===== config.mk =====
export PLATFORM = sky130hd
export DESIGN_NAME = collision_scheduler
export DESIGN_NICKNAME = d
export VERILOG_FILES = /design/src/rtl/collision_scheduler.sv
export SDC_FILE = /design/constraint.sdc
export NUM_CORES = 1
export LEC_CHECK = 0
export CAP_MARGIN = 5
export CORE_MARGIN = 10
export CORE_UTILIZATION = 50
export CTS_CLUSTER_DIAMETER = 100
export CTS_CLUSTER_SIZE = 30
export DETAILED_ROUTE_END_ITERATION = 16
export GPL_ROUTABILITY_DRIVEN = 0
export GPL_TIMING_DRIVEN = 0
export PLACE_DENSITY = 0.8
export SYNTH_ARGS = -nofsm -noshare
export SYNTH_HDL_FRONTEND = slang
export SYNTH_SLANG_ARGS = --single-unit

===== constraint.sdc =====
create_clock -name Clk -period 2.8 [get_ports Clk]
set_input_delay 0.42 -clock Clk [delete_from_list [all_inputs] [get_ports Clk]]
set_output_delay 0.42 -clock Clk [all_outputs]
set_load 0.03 [all_outputs]

===== src/rtl/collision_scheduler.sv =====
// Sweeps every unordered pair of active object slots through an external
// collision detector and queues each colliding pair in a small event FIFO.
module collision_scheduler #(
  parameter int N_OBJ      = 8,
  parameter int DET_LAT    = 1,
  parameter int FIFO_DEPTH = 4
) (
  input  logic                                       Clk,
  input  logic                                       Reset,
  input  logic                                       start,
  input  logic [N_OBJ-1:0]                           obj_active,
  output logic [$clog2(N_OBJ)-1:0]                   idx_a,
  output logic [$clog2(N_OBJ)-1:0]                   idx_b,
  input  logic                                       is_collision,
  output logic                                       busy,
  output logic                                       done,
  output logic [$clog2(N_OBJ*(N_OBJ-1)/2+1)-1:0]     coll_count,
  output logic                                       ev_valid,
  input  logic                                       ev_ready,
  output logic [$clog2(N_OBJ)-1:0]                   ev_a,
  output logic [$clog2(N_OBJ)-1:0]                   ev_b
);

  localparam int IW  = $clog2(N_OBJ);
  localparam int CCW = $clog2(N_OBJ*(N_OBJ-1)/2+1);
  localparam int PW  = (FIFO_DEPTH > 1) ? $clog2(FIFO_DEPTH) : 1;
  localparam int FCW = $clog2(FIFO_DEPTH+1);

  localparam logic [IW-1:0]  LAST_A    = IW'(N_OBJ-2);
  localparam logic [IW-1:0]  LAST_B    = IW'(N_OBJ-1);
  localparam logic [FCW-1:0] DEPTH_C   = FCW'(FIFO_DEPTH);
  localparam logic [PW-1:0]  LAST_PTR  = PW'(FIFO_DEPTH-1);
  localparam logic [2:0]     WAIT_INIT = 3'((DET_LAT > 0) ? DET_LAT-1 : 0);

  typedef enum logic [2:0] {
    IDLE,
    ISSUE,
    WAIT,
    CAPTURE,
    STALL,
    DONE
  } state_t;

  state_t state_q, state_d;

  logic [N_OBJ-1:0] mask_q, mask_d;
  logic [IW-1:0]    idx_a_q, idx_a_d;
  logic [IW-1:0]    idx_b_q, idx_b_d;
  logic [2:0]       wait_q, wait_d;
  logic [CCW-1:0]   coll_q, coll_d;

  logic [2*IW-1:0]  mem_q [FIFO_DEPTH];
  logic [2*IW-1:0]  mem_d [FIFO_DEPTH];
  logic [PW-1:0]    wr_q, wr_d;
  logic [PW-1:0]    rd_q, rd_d;
  logic [FCW-1:0]   cnt_q, cnt_d;

  logic pair_active;
  logic last_pair;
  logic pop;
  logic space;
  logic push;
  logic pair_done;
  logic accept;

  assign pair_active = mask_q[idx_a_q] & mask_q[idx_b_q];
  assign last_pair   = (idx_a_q == LAST_A) && (idx_b_q == LAST_B);
  assign pop         = (cnt_q != '0) && ev_ready;
  // A pop in the same cycle frees the slot, so a full FIFO can still accept.
  assign space       = (cnt_q < DEPTH_C) || pop;
  assign accept      = (state_q == IDLE) && start;

  always_ff @(posedge Clk or posedge Reset) begin
    if (Reset) begin
      state_q <= IDLE;
    end else begin
      state_q <= state_d;
    end
  end

  always_comb begin
    state_d   = state_q;
    push      = 1'b0;
    pair_done = 1'b0;
    unique case (state_q)
      IDLE: begin
        if (start) begin
          state_d = ISSUE;
        end
      end
      ISSUE: begin
        if (!pair_active) begin
          pair_done = 1'b1;
        end else if (DET_LAT == 0) begin
          state_d = CAPTURE;
        end else begin
          state_d = WAIT;
        end
      end
      WAIT: begin
        if (wait_q == '0) begin
          state_d = CAPTURE;
        end
      end
      CAPTURE: begin
        if (!is_collision) begin
          pair_done = 1'b1;
        end else if (space) begin
          push      = 1'b1;
          pair_done = 1'b1;
        end else begin
          state_d = STALL;
        end
      end
      STALL: begin
        if (space) begin
          push      = 1'b1;
          pair_done = 1'b1;
        end
      end
      DONE: begin
        state_d = IDLE;
      end
      default: begin
        state_d = IDLE;
      end
    endcase
    if (pair_done) begin
      state_d = last_pair ? DONE : ISSUE;
    end
  end

  always_comb begin
    busy = 1'b0;
    done = 1'b0;
    case (state_q)
      ISSUE, WAIT, CAPTURE, STALL: busy = 1'b1;
      DONE:                        done = 1'b1;
      default: ;
    endcase
  end

  // Pair walk: b runs up to the last slot, then a steps and b restarts at a+1.
  always_comb begin
    mask_d  = mask_q;
    idx_a_d = idx_a_q;
    idx_b_d = idx_b_q;
    coll_d  = coll_q;
    wait_d  = wait_q;
    if (accept) begin
      mask_d  = obj_active;
      coll_d  = '0;
      idx_a_d = '0;
      idx_b_d = IW'(1);
    end
    if (pair_done && !last_pair) begin
      if (idx_b_q == LAST_B) begin
        idx_a_d = idx_a_q + IW'(1);
        idx_b_d = idx_a_q + IW'(2);
      end else begin
        idx_b_d = idx_b_q + IW'(1);
      end
    end
    if (push) begin
      coll_d = coll_q + CCW'(1);
    end
    if (state_q == ISSUE) begin
      wait_d = WAIT_INIT;
    end else if ((state_q == WAIT) && (wait_q != '0)) begin
      wait_d = wait_q - 3'd1;
    end
  end

  always_comb begin
    mem_d = mem_q;
    wr_d  = wr_q;
    rd_d  = rd_q;
    cnt_d = cnt_q;
    if (push) begin
      mem_d[wr_q] = {idx_a_q, idx_b_q};
      wr_d        = (wr_q == LAST_PTR) ? '0 : wr_q + PW'(1);
    end
    if (pop) begin
      rd_d = (rd_q == LAST_PTR) ? '0 : rd_q + PW'(1);
    end
    case ({push, pop})
      2'b10:   cnt_d = cnt_q + FCW'(1);
      2'b01:   cnt_d = cnt_q - FCW'(1);
      default: ;
    endcase
  end

  always_ff @(posedge Clk or posedge Reset) begin
    if (Reset) begin
      mask_q  <= '0;
      idx_a_q <= '0;
      idx_b_q <= '0;
      wait_q  <= '0;
      coll_q  <= '0;
      wr_q    <= '0;
      rd_q    <= '0;
      cnt_q   <= '0;
      for (int i = 0; i < FIFO_DEPTH; i++) begin
        mem_q[i] <= '0;
      end
    end else begin
      mask_q  <= mask_d;
      idx_a_q <= idx_a_d;
      idx_b_q <= idx_b_d;
      wait_q  <= wait_d;
      coll_q  <= coll_d;
      wr_q    <= wr_d;
      rd_q    <= rd_d;
      cnt_q   <= cnt_d;
      mem_q   <= mem_d;
    end
  end

  assign idx_a        = idx_a_q;
  assign idx_b        = idx_b_q;
  assign coll_count   = coll_q;
  assign ev_valid     = (cnt_q != '0);
  assign {ev_a, ev_b} = mem_q[rd_q];

endmodule


== Word-level counts from Yosys, hierarchy flattened ==
Cells that the tools add are included.

* Add/subtract/negate cells: 9
* $mul: 0
* Divide/modulo/power cells: 0
* $lt $le $gt $ge: 6
* Eq/ne operators: 17
* Shifts and indexed selects: 0
* Muxes and demuxes: 39
* Bitwise logic cells: 3
* Reduce and logical (&&, ||, !) cells: 18

{| class="wikitable"
|+ Operators with widths
! kind !! number
|-
| $mux W3 || 15
|-
| $bwmux W24 || 1
|-
| $mux W6 || 3
|-
| $ne A3 B3 Y1 const B || 5
|-
| $pmux W3 S5 || 1
|-
| $bmux W6 S2 || 1
|-
| $demux W6 S2 || 1
|-
| $eq A3 B3 Y1 const B || 4
|-
| $mux W5 || 2
|-
| $add A3 B1 Y3 const B || 3
|-
| $lt A3 B4 Y1 const B || 2
|-
| $mux W1 || 8
|-
| $reduce_bool A2 Y1 || 4
|-
| $bmux W1 S3 || 2
|-
| $eq A2 B2 Y1 const B || 3
|-
| $eq A3 B2 Y1 const B || 2
|-
| $ge A3 B3 Y1 const B || 2
|-
| $logic_and A1 B1 Y1 || 6
|-
| $logic_not A3 Y1 || 2
|-
| $not A2 Y3 || 2
|-
| $pmux W3 S2 || 1
|-
| $reduce_and A6 Y1 || 1
|-
| $reduce_bool A3 Y1 || 2
|-
| $sub A3 B1 Y3 const B || 2
|-
| 15 further kinds || 17
|}

* Bits in registers: 56
* Latch bits: 0
* Memory bits (writable): 0
* ROM bits: 0
* Input bits: 13
* Output and inout bits: 20
* Word-level logic and storage cells: 105
* Memories: 0

== Depth between registers and ports, before layout ==
Gate-level depths: netlist (run 1).

* Word-level depth: 8
* Mapped depth: 9
* Mapped depth without buffers: 9

== Worst setup path after synthesis (run 1) ==
No wires, ideal clock.

* Path kind: reg-to-reg
* Start: register idx_b_q[0], in the netlist idx_b[0]
* End: register idx_a_q[0], in the netlist idx_a[0]
* Library setup time: 0.147 ns
* Arrival: 1.968 ns
* Data required time: 2.653 ns
* Path slack: 0.684 ns
* Stages on the path, launching flop included: 7
* Buffers on the path: 1
* Path through: dfrtp_1 buf_2 mux4_2 mux2i_1 o21ai_1 a211o_1 mux2i_1

* Cells in the longest elaborated chain, start to end: 7

{| class="wikitable"
|+ Ends and longest elaborated chain
! element !! line !! source
|-
| start: declaration || 48 || <nowiki>logic [IW-1:0] idx_b_q, idx_b_d;</nowiki>
|-
| start signal: assignment || 209 || <nowiki>idx_b_q <= idx_b_d;</nowiki>
|-
| $bmux W1 S3 || 66 || <nowiki>assign pair_active = mask_q[idx_a_q] & mask_q[idx_b_q];</nowiki>
|-
| $mux W1 (implied by the code) || 66 ||
|-
| $and A1 B1 Y1 || 66 ||
|-
| $mux W1 || 92 || <nowiki>if (!pair_active) begin</nowiki>
|-
| $pmux W1 S3 || 85 || <nowiki>unique case (state_q)</nowiki>
|-
| $logic_and A1 B1 Y1 || 156 || <nowiki>if (pair_done && !last_pair) begin</nowiki>
|-
| $mux W3 * || 156 ||
|-
| via idx_a_d[0] || 47 || <nowiki>logic [IW-1:0] idx_a_q, idx_a_d;</nowiki>
|-
| end signal: assignment || 208 || <nowiki>idx_a_q <= idx_a_d;</nowiki>
|-
| end: declaration || 47 ||
|}

The timed path passes the listed nets; every way through them passes the cells marked *. The select of a mux whose other input is x is not followed.
A chain may end at the register's enable or synchronous reset.

== Worst setup path after layout (run 1) ==
* Start: register state_q[0]
* End: output busy

* Cells in the longest elaborated chain, start to end: 3

{| class="wikitable"
|+ Ends and longest elaborated chain
! element !! line !! source
|-
| start: declaration || 44 || <nowiki>state_t state_q, state_d;</nowiki>
|-
| start signal: assignment || 77 || <nowiki>state_q <= state_d;</nowiki>
|-
| $eq A3 B1 Y1, or another cell as far along || 136 || <nowiki>case (state_q)</nowiki>
|-
| $reduce_or A4 Y1 * || 136 ||
|-
| $mux W1 * || 136 ||
|-
| end: declaration || 15 || <nowiki>output logic busy,</nowiki>
|}

Every way passes the cells marked *; elsewhere a longest branch is shown, timed or not.

==> qor.json, run 1 <==
{
  "clkLatencyLatePin_ps": 310,
  "clock-root-buffer": "sky130_fd_sc_hd__clkbuf_8",
  "n_antenna_cell": 0,
  "layout_commonest_cell": "sky130_fd_sc_hd__dfrtp_1",
  "global_route.usage.total": 0.133,
  "drt-wirelength-per-cell_um": 15.4,
  "crit_chain": "clkbuf_1, nor2_1, xnor2_1, clkdlybuf4s50_1",
  "yosysSeqAreaShare": 0.488,
  "clk_pin_slew_worst_paths_ps": 100,
  "die_height_um": 95.8,
  "final.setup.worst_slack_ps": 247,
  "grt_max_degree": 30,
  "global_route_wire_length_before_repair_um": 9600,
  "timing.critical_path.slowest_stage_cell": "sky130_fd_sc_hd__clkdlybuf4s50_1",
  "layout.cells.most_common_list": "sky130_fd_sc_hd__dfrtp_1, sky130_fd_sc_hd__nand2_1, sky130_fd_sc_hd__clkdlybuf4s50_1, sky130_fd_sc_hd__mux2_1, sky130_fd_sc_hd__o21ai_1",
  "effective_utilization_at_floorplan": 0.518,
  "dieWidth_um": 95.8,
  "area_delta_synth_final_pct": 18.4,
  "buffer_ports.inserted": 32,
  "finalWirelength_um": 5640,
  "coreArea_mm2": 0.00554,
  "num_rows": 27,
  "timing.hold.ws_ps": 482,
  "globalRoute.totalOverflow": 0,
  "power_per_cell_area_mw_per_mm2": 1060,
  "final_net_count": 321,
  "routed_via_density": 5.33,
  "worst_clock_skew_ps": 7.06,
  "finalSetupViolCount": 0,
  "cts_setup_buffers": 0,
  "cts_made_buffers": 5,
  "hold_path.class": "input pin to async pin",
  "rr_endpoint": "cnt_q[2]",
  "num_vias": 1957,
  "ios": 33,
  "mappedNetlistNets": 281,
  "worst_r2r_startpoint": "state_q[0]",
  "p_leak_nw": 1.56,
  "h-tree-depth": 2,
  "worst_slew_pin_slew_ps": 916,
  "worstPathArrival_ps": 2130,
  "detail_route.first_pass.iterations": 4,
  "max_stage_delay_ps": 690,
  "timing.fmax_mhz": 392,
  "tritoncts_clock_tree": "built",
  "syn_area_mm2": 0.00287,
  "grt_setup_unrepaired": "false",
  "vdd.ir_drop.worst_v": 0.000707,
  "syn-instance-count": 254,
  "post_route_cells_drive_above_1_share": 0.0949,
  "drt_iter0_drc": 113,
  "worst_slew_margin_relative_to_its_limit": 0.388,
  "final_slew_viol_count": 0,
  "worst_setup_path_end_kind": "output pin",
  "timing.reg2reg.worst_path_depth": 9,
  "ant_nets": 0,
  "min_period_over_period": 0.912,
  "finalSetupTns_ps": 0,
  "estimated_wirelength_of_the_detail_placed_design_um": 4230,
  "antenna_found_initial": 0,
  "avgSynthCellArea_um2": 11.3,
  "period_needed_ps": 2550,
  "die_area_mm2": 0.00917,
  "hold_viol_final": 0,
  "timing.max_cap.violations": 0,
  "maximum_count_of_clock_buffers_along_a_single_path": 2,
  "dpl_worst_slack_ps": 279,
  "reg2reg_slack_ps": 450,
  "run_status": "complete, no violations",
  "worst-endpoint-required_ps": 2380,
  "drc_errors": 0,
  "first_global_vias": 2002,
  "cts.repair.resized": 1,
  "cp_top_family": "buffers and inverters",
  "cell_variety_after_synth": 40,
  "timing.critical_path.buf_inv": 2,
  "worstPathMaxFanout": 10,
  "ys_warn_count": 0,
  "ys_ff_latch": 56,
  "worst_setup_path_start_kind": "flop",
  "worstSetupPathType": "flop to output pin",
  "cts-hold-fix-buffers": 0,
  "cts.sinks": 56
}
routing by layer:
| metal | vias to the layer above | global-route usage | share of wire |
|---|---|---|---|
| met4 | 0 | 0.0369 | 0.010 |
| li1 | 961 | - | - |
| met2 | 37 | 0.213 | 0.48 |
| met3 | 6 | 0.0405 | 0.054 |
| met1 | 953 | 0.171 | 0.46 |
| met5 | - | 0 | 0 |
state kept, by name, summed over array words and instances (netlist names):
name	cells
mem_q	24
mask_q	8
coll_count	5
cnt_q	3
idx_a	3
idx_b	3
state_q	3
wait_q	3
rd_q	2
wr_q	2
synth_stat cells, drive strengths merged:
| cell | number | share of area |
|---|---|---|
| nor2 | 8 | 0.010 |
| o2bb2ai | 1 | 0.0031 |
| nand2 | 51 | 0.068 |
| nand4 | 1 | 0.0022 |
| o21a | 1 | 0.0026 |
| inv | 13 | 0.017 |
| nand4b | 1 | 0.0031 |
| nor2b | 2 | 0.0044 |
| nand3 | 1 | 0.0017 |
| dfrtp | 56 | 0.49 |
| and3b | 2 | 0.0061 |
| mux2i | 10 | 0.035 |
| nand3b | 1 | 0.0026 |
| xnor2 | 4 | 0.012 |
| mux2 | 21 | 0.082 |
| a22o | 3 | 0.0092 |
| nor4b | 1 | 0.0052 |
| a31oi | 2 | 0.0044 |
| nor3b | 1 | 0.0026 |
| or3b | 1 | 0.0031 |
| o21ai | 19 | 0.033 |
| o211ai | 1 | 0.0026 |
| a21o | 1 | 0.0026 |
| o21bai | 1 | 0.0026 |
| a21oi | 5 | 0.010 |
| or3 | 3 | 0.0065 |
| mux4 | 10 | 0.079 |
| a211o | 2 | 0.0061 |
| and3 | 1 | 0.0022 |
| fa | 1 | 0.0070 |
| buf | 4 | 0.0061 |
| xor2 | 3 | 0.0092 |
| clkbuf | 7 | 0.0092 |
| nor3 | 2 | 0.0035 |
| ha | 13 | 0.057 |
how the worst max path moves through the flow:
stage	startpoint	end	slack (ps)	cells past startpoint
4_1_cts	rd_q[0]	ev_a[0]	230	3
3_5_place_dp	is_collision	cnt_q[2]	280	10
5_1_grt	state_q[0]	busy	120	4
3_3_place_gp	Reset	state_q[1]	20	2
6_report	state_q[0]	busy	250	4
2_1_floorplan	idx_b[0]	idx_a[0]	680	6
worst register-to-register path, stage by stage, from the launching register on:
cell	delay (ps)
sky130_fd_sc_hd__dfrtp_1	450
sky130_fd_sc_hd__or3b_1	410
sky130_fd_sc_hd__a21oi_1	400
sky130_fd_sc_hd__inv_2	140
sky130_fd_sc_hd__ha_1	240
sky130_fd_sc_hd__inv_1	70
sky130_fd_sc_hd__fa_1	180
sky130_fd_sc_hd__xor2_1	150
sky130_fd_sc_hd__nor2_1	60
sky130_fd_sc_hd__xor2_1	130
where the power goes:
part	total, mW	leakage [nW]	switching, mW	internal (mW)
sequential	1.37	0.725	0.251	1.12
clock	0.464	0.0434	0.264	0.201
combinational	1.77	0.790	0.956	0.814
through the flow:
stage	instance area (um2)	instances	power (mW)	util
detailed placement	3300	359	3.16	0.596
global placement	3280	358	3.09	0.592
floorplan	2870	254	2.60	-
global route	3400	367	3.88	0.613
CTS	3400	367	3.63	0.613
finish	3400	367	3.60	0.613
final cells by class:
type | count | area (um2)
Buffer | 11 | 45.0
Clock buffer | 6 | 82.6
Clock inverter | 2 | 15.0
Fill cell | 463 | 2140
Inverter | 13 | 48.8
Multi-Input combinational cell | 174 | 1380
Sequential cell | 56 | 1400
Tap cell | 72 | 90.1
Timing Repair Buffer | 33 | 340
cell families (layout without fill, tap and decap cells):
logic type	count (synthesis)	in the layout	synth area share
xor gates and xnor gates	7	7	0.0214
AOI/OAI and AO/OA	36	36	0.0763
DFF	56	56	0.488
adders and majority gates	14	14	0.0637
muxes	41	41	0.196
and+or+nand+nor	76	76	0.122
buffers and inverters	24	65	0.0323
(Power assumes the default switching activity.)
==> run 2: changes to the inputs <==
- CTS_CLUSTER_SIZE: 30 -> 14
==> results of run 2 <==
The final DEF is identical to that of run 1; final timing and power are the same.
==> run 3: changes to the inputs <==
- clock period: 2.8 -> 2.6 ns (I/O delays scaled with it)
==> qor.json, run 3 (synthesis gave the netlist of run 1 again) <==
{
  "run_status": "complete, no violations",
  "cts-hold-fix-buffers": {"value": 0, "change": "unchanged"},
  "detail_route.first_pass.iterations": {"value": 4, "change": "unchanged"},
  "tritoncts_clock_tree": "built",
  "rr_endpoint": "cnt_q[2]",
  "clock-root-buffer": "sky130_fd_sc_hd__clkbuf_8",
  "worstPathArrival": {"value": 2090, "unit": "ps", "change": "-40 ps"},
  "worst_setup_path_start_kind": "flop",
  "layout_commonest_cell": "sky130_fd_sc_hd__dfrtp_1",
  "clkLatencyLatePin": {"value": 310, "unit": "ps", "change": "about the same"},
  "period_needed_ps": 2480,
  "worstPathMaxFanout": {"value": 8, "change": "-2"},
  "timing.hold.ws": {"value": 451, "unit": "ps", "change": "-31.0 ps"},
  "hold_path.class": "input pin to async pin",
  "max_ffs_per_register": {"value": 24, "change": "unchanged"},
  "routed_via_density": {"value": 5.31, "change": "-0.36%"},
  "area_delta_synth_final": {"value": 18.5, "unit": "%", "change": "about the same"},
  "timing.reg2reg.worst_path_depth": {"value": 9, "change": "unchanged"},
  "worst-endpoint-required": {"value": 2210, "unit": "ps", "change": "-170 ps"},
  "final_core_utilization": {"value": 0.614, "change": "about the same"},
  "filler_cell_count": {"value": 463, "change": "unchanged"},
  "finalWirelength": {"value": 5650, "unit": "um", "change": "+0.21%"},
  "h-tree-depth": {"value": 2, "change": "unchanged"},
  "die_height": {"value": 95.8, "unit": "um", "change": "unchanged"},
  "global_route_wire_length_before_repair": {"value": 9600, "unit": "um", "change": "unchanged"},
  "timing.max_cap.violations": {"value": 0, "change": "unchanged"},
  "finish.cell_count_without_fillers": {"value": 367, "change": "unchanged"},
  "final.setup.worst_slack": {"value": 121, "unit": "ps", "change": "-126 ps"},
  "hold_viol_final": {"value": 0, "change": "unchanged"},
  "global_route.usage.total": {"value": 0.133, "change": "unchanged"},
  "worst_clock_skew": {"value": 8.81, "unit": "ps", "change": "+1.76 ps"},
  "power_per_cell_area": {"value": 1140, "unit": "mW/mm2", "change": "+7.7%"},
  "grt_max_degree": {"value": 30, "change": "unchanged"},
  "final-seq-area": {"value": 0.00140, "unit": "mm2", "change": "unchanged"},
  "crit_chain": "buf_2, mux4_2, clkdlybuf4s50_1",
  "effective_utilization_at_floorplan": {"value": 0.518, "change": "unchanged"},
  "dpl_worst_slack": {"value": 109, "unit": "ps", "change": "-170 ps"},
  "timing.fmax_mhz": 403,
  "cp_top_family": "buffers and inverters",
  "timing.critical_path.buf_inv": {"value": 2, "change": "unchanged"},
  "die_area": {"value": 0.00917, "unit": "mm2", "change": "unchanged"},
  "dieWidth": {"value": 95.8, "unit": "um", "change": "unchanged"},
  "p_leak": {"value": 1.56, "unit": "nW", "change": "+0.39%"},
  "worst_slew_margin_relative_to_its_limit": {"value": 0.388, "change": "about the same"},
  "worst_slew_pin_slew": {"value": 916, "unit": "ps", "change": "-0.207 ps"},
  "worstSetupPathType": "flop to output pin",
  "n_antenna_cell": {"value": 0, "change": "unchanged"},
  "worst_r2r_startpoint": "state_q[0]",
  "num_vias": {"value": 1950, "change": "-0.36%"},
  "layout.cells.most_common_list": "sky130_fd_sc_hd__dfrtp_1, sky130_fd_sc_hd__nand2_1, sky130_fd_sc_hd__clkdlybuf4s50_1, sky130_fd_sc_hd__mux2_1, sky130_fd_sc_hd__o21ai_1",
  "globalRoute.totalOverflow": {"value": 0, "change": "unchanged"},
  "coreArea": {"value": 0.00554, "unit": "mm2", "change": "unchanged"},
  "cts.sinks": {"value": 56, "change": "unchanged"},
  "first_global_vias": {"value": 2002, "change": "unchanged"},
  "finalInstanceArea": {"value": 0.00340, "unit": "mm2", "change": "about the same"},
  "timing.critical_path.slowest_stage_cell": "sky130_fd_sc_hd__clkdlybuf4s50_1",
  "reg2reg_slack": {"value": 250, "unit": "ps", "change": "-200 ps"},
  "vdd.ir_drop.worst": {"value": 0.000762, "unit": "V", "change": "+7.7%"},
  "cts_setup_buffers": {"value": 0, "change": "unchanged"},
  "drt_iter0_drc": {"value": 113, "change": "unchanged"},
  "final_net_count": {"value": 321, "change": "unchanged"},
  "grt_setup_unrepaired": "false",
  "min_period_over_period": 0.954,
  "finalSetupViolCount": {"value": 0, "change": "unchanged"},
  "final_slew_viol_count": {"value": 0, "change": "unchanged"},
  "cts_made_buffers": {"value": 5, "change": "unchanged"},
  "maximum_count_of_clock_buffers_along_a_single_path": {"value": 2, "change": "unchanged"},
  "num_rows": {"value": 27, "change": "unchanged"},
  "max_stage_delay": {"value": 610, "unit": "ps", "change": "-80 ps"},
  "clk_pin_slew_worst_paths": {"value": 100, "unit": "ps", "change": "about the same"},
  "estimated_wirelength_of_the_detail_placed_design": {"value": 4230, "unit": "um", "change": "unchanged"},
  "post_route_cells_drive_above_1_share": {"value": 0.102, "change": "+0.00678"},
  "ant_nets": {"value": 0, "change": "unchanged"},
  "drt-wirelength-per-cell": {"value": 15.4, "unit": "um", "change": "+0.21%"},
  "worst_setup_path_end_kind": "output pin",
  "crit_path_start": "rd_q[0]",
  "ios": {"value": 33, "change": "unchanged"},
  "antenna_found_initial": {"value": 0, "change": "unchanged"},
  "multi_input_gate_area": {"value": 0.00138, "unit": "mm2", "change": "unchanged"},
  "largest-register": "mem_q",
  "buffer_ports.inserted": {"value": 32, "change": "unchanged"},
  "dp_cells": {"value": 359, "change": "unchanged"},
  "drc_errors": {"value": 0, "change": "unchanged"},
  "placed_area": {"value": 0.00330, "unit": "mm2", "change": "unchanged"}
}
-- run 3: what timing repair did --
action                                  4_1_cts  5_1_grt
gates cloned                                  0        0
resized for setup                             1        4
endpoints found under the hold margin         0        0
endpoints found under the setup margin        6        6
-- run 3: through the flow --
| step | setup TNS, ps | total power [mW] |
|---|---|---|
| 2_1_floorplan | 0 | 2.80 |
| 3_3_place_gp | -8470 | 3.33 |
| 5_1_grt | 0 | 4.18 |
| 3_5_place_dp | 0 | 3.41 |
| 4_1_cts | 0 | 3.91 |
| 6_report | 0 | 3.88 |
-- run 3: worst max path at each step --
stage                  to  slack (ps)  cells past startpoint
2_1_floorplan    idx_a[0]         480                      6
3_3_place_gp   state_q[1]        -150                      2
3_5_place_dp     cnt_q[2]         110                     10
4_1_cts           ev_a[0]          60                      3
5_1_grt           ev_a[0]          10                      3
6_report          ev_b[0]         120                      3
-- run 3: routing by layer --
| metal | vias up | share of wire | global-route usage | wire length, um |
|---|---|---|---|---|
| li1 | 961 | - | - | - |
| met5 | - | 0 | 0 | 0 |
| met1 | 954 | 0.46 | 0.171 | 2610 |
| met3 | 4 | 0.052 | 0.0405 | 295 |
| met2 | 31 | 0.48 | 0.213 | 2700 |
| met4 | 0 | 0.0078 | 0.0369 | 44 |
-- run 3: area by class of cell --
class	count	share of cell area
repair buffers	33	0.100
well taps	72	0.0265
inverters	13	0.0143
clock buffers	6	0.0243
clock inverters	2	0.00442
flip-flops and latches	56	0.412
multi-input cells	174	0.404
plain buffers	11	0.0140
-- run 3: where the power goes --
part / leakage, nW / internal, mW / total (mW) / switching (mW)
Clock: 0.0434 / 0.216 / 0.500 / 0.284
Combinational: 0.796 / 0.880 / 1.91 / 1.03
Sequential: 0.725 / 1.20 / 1.47 / 0.270
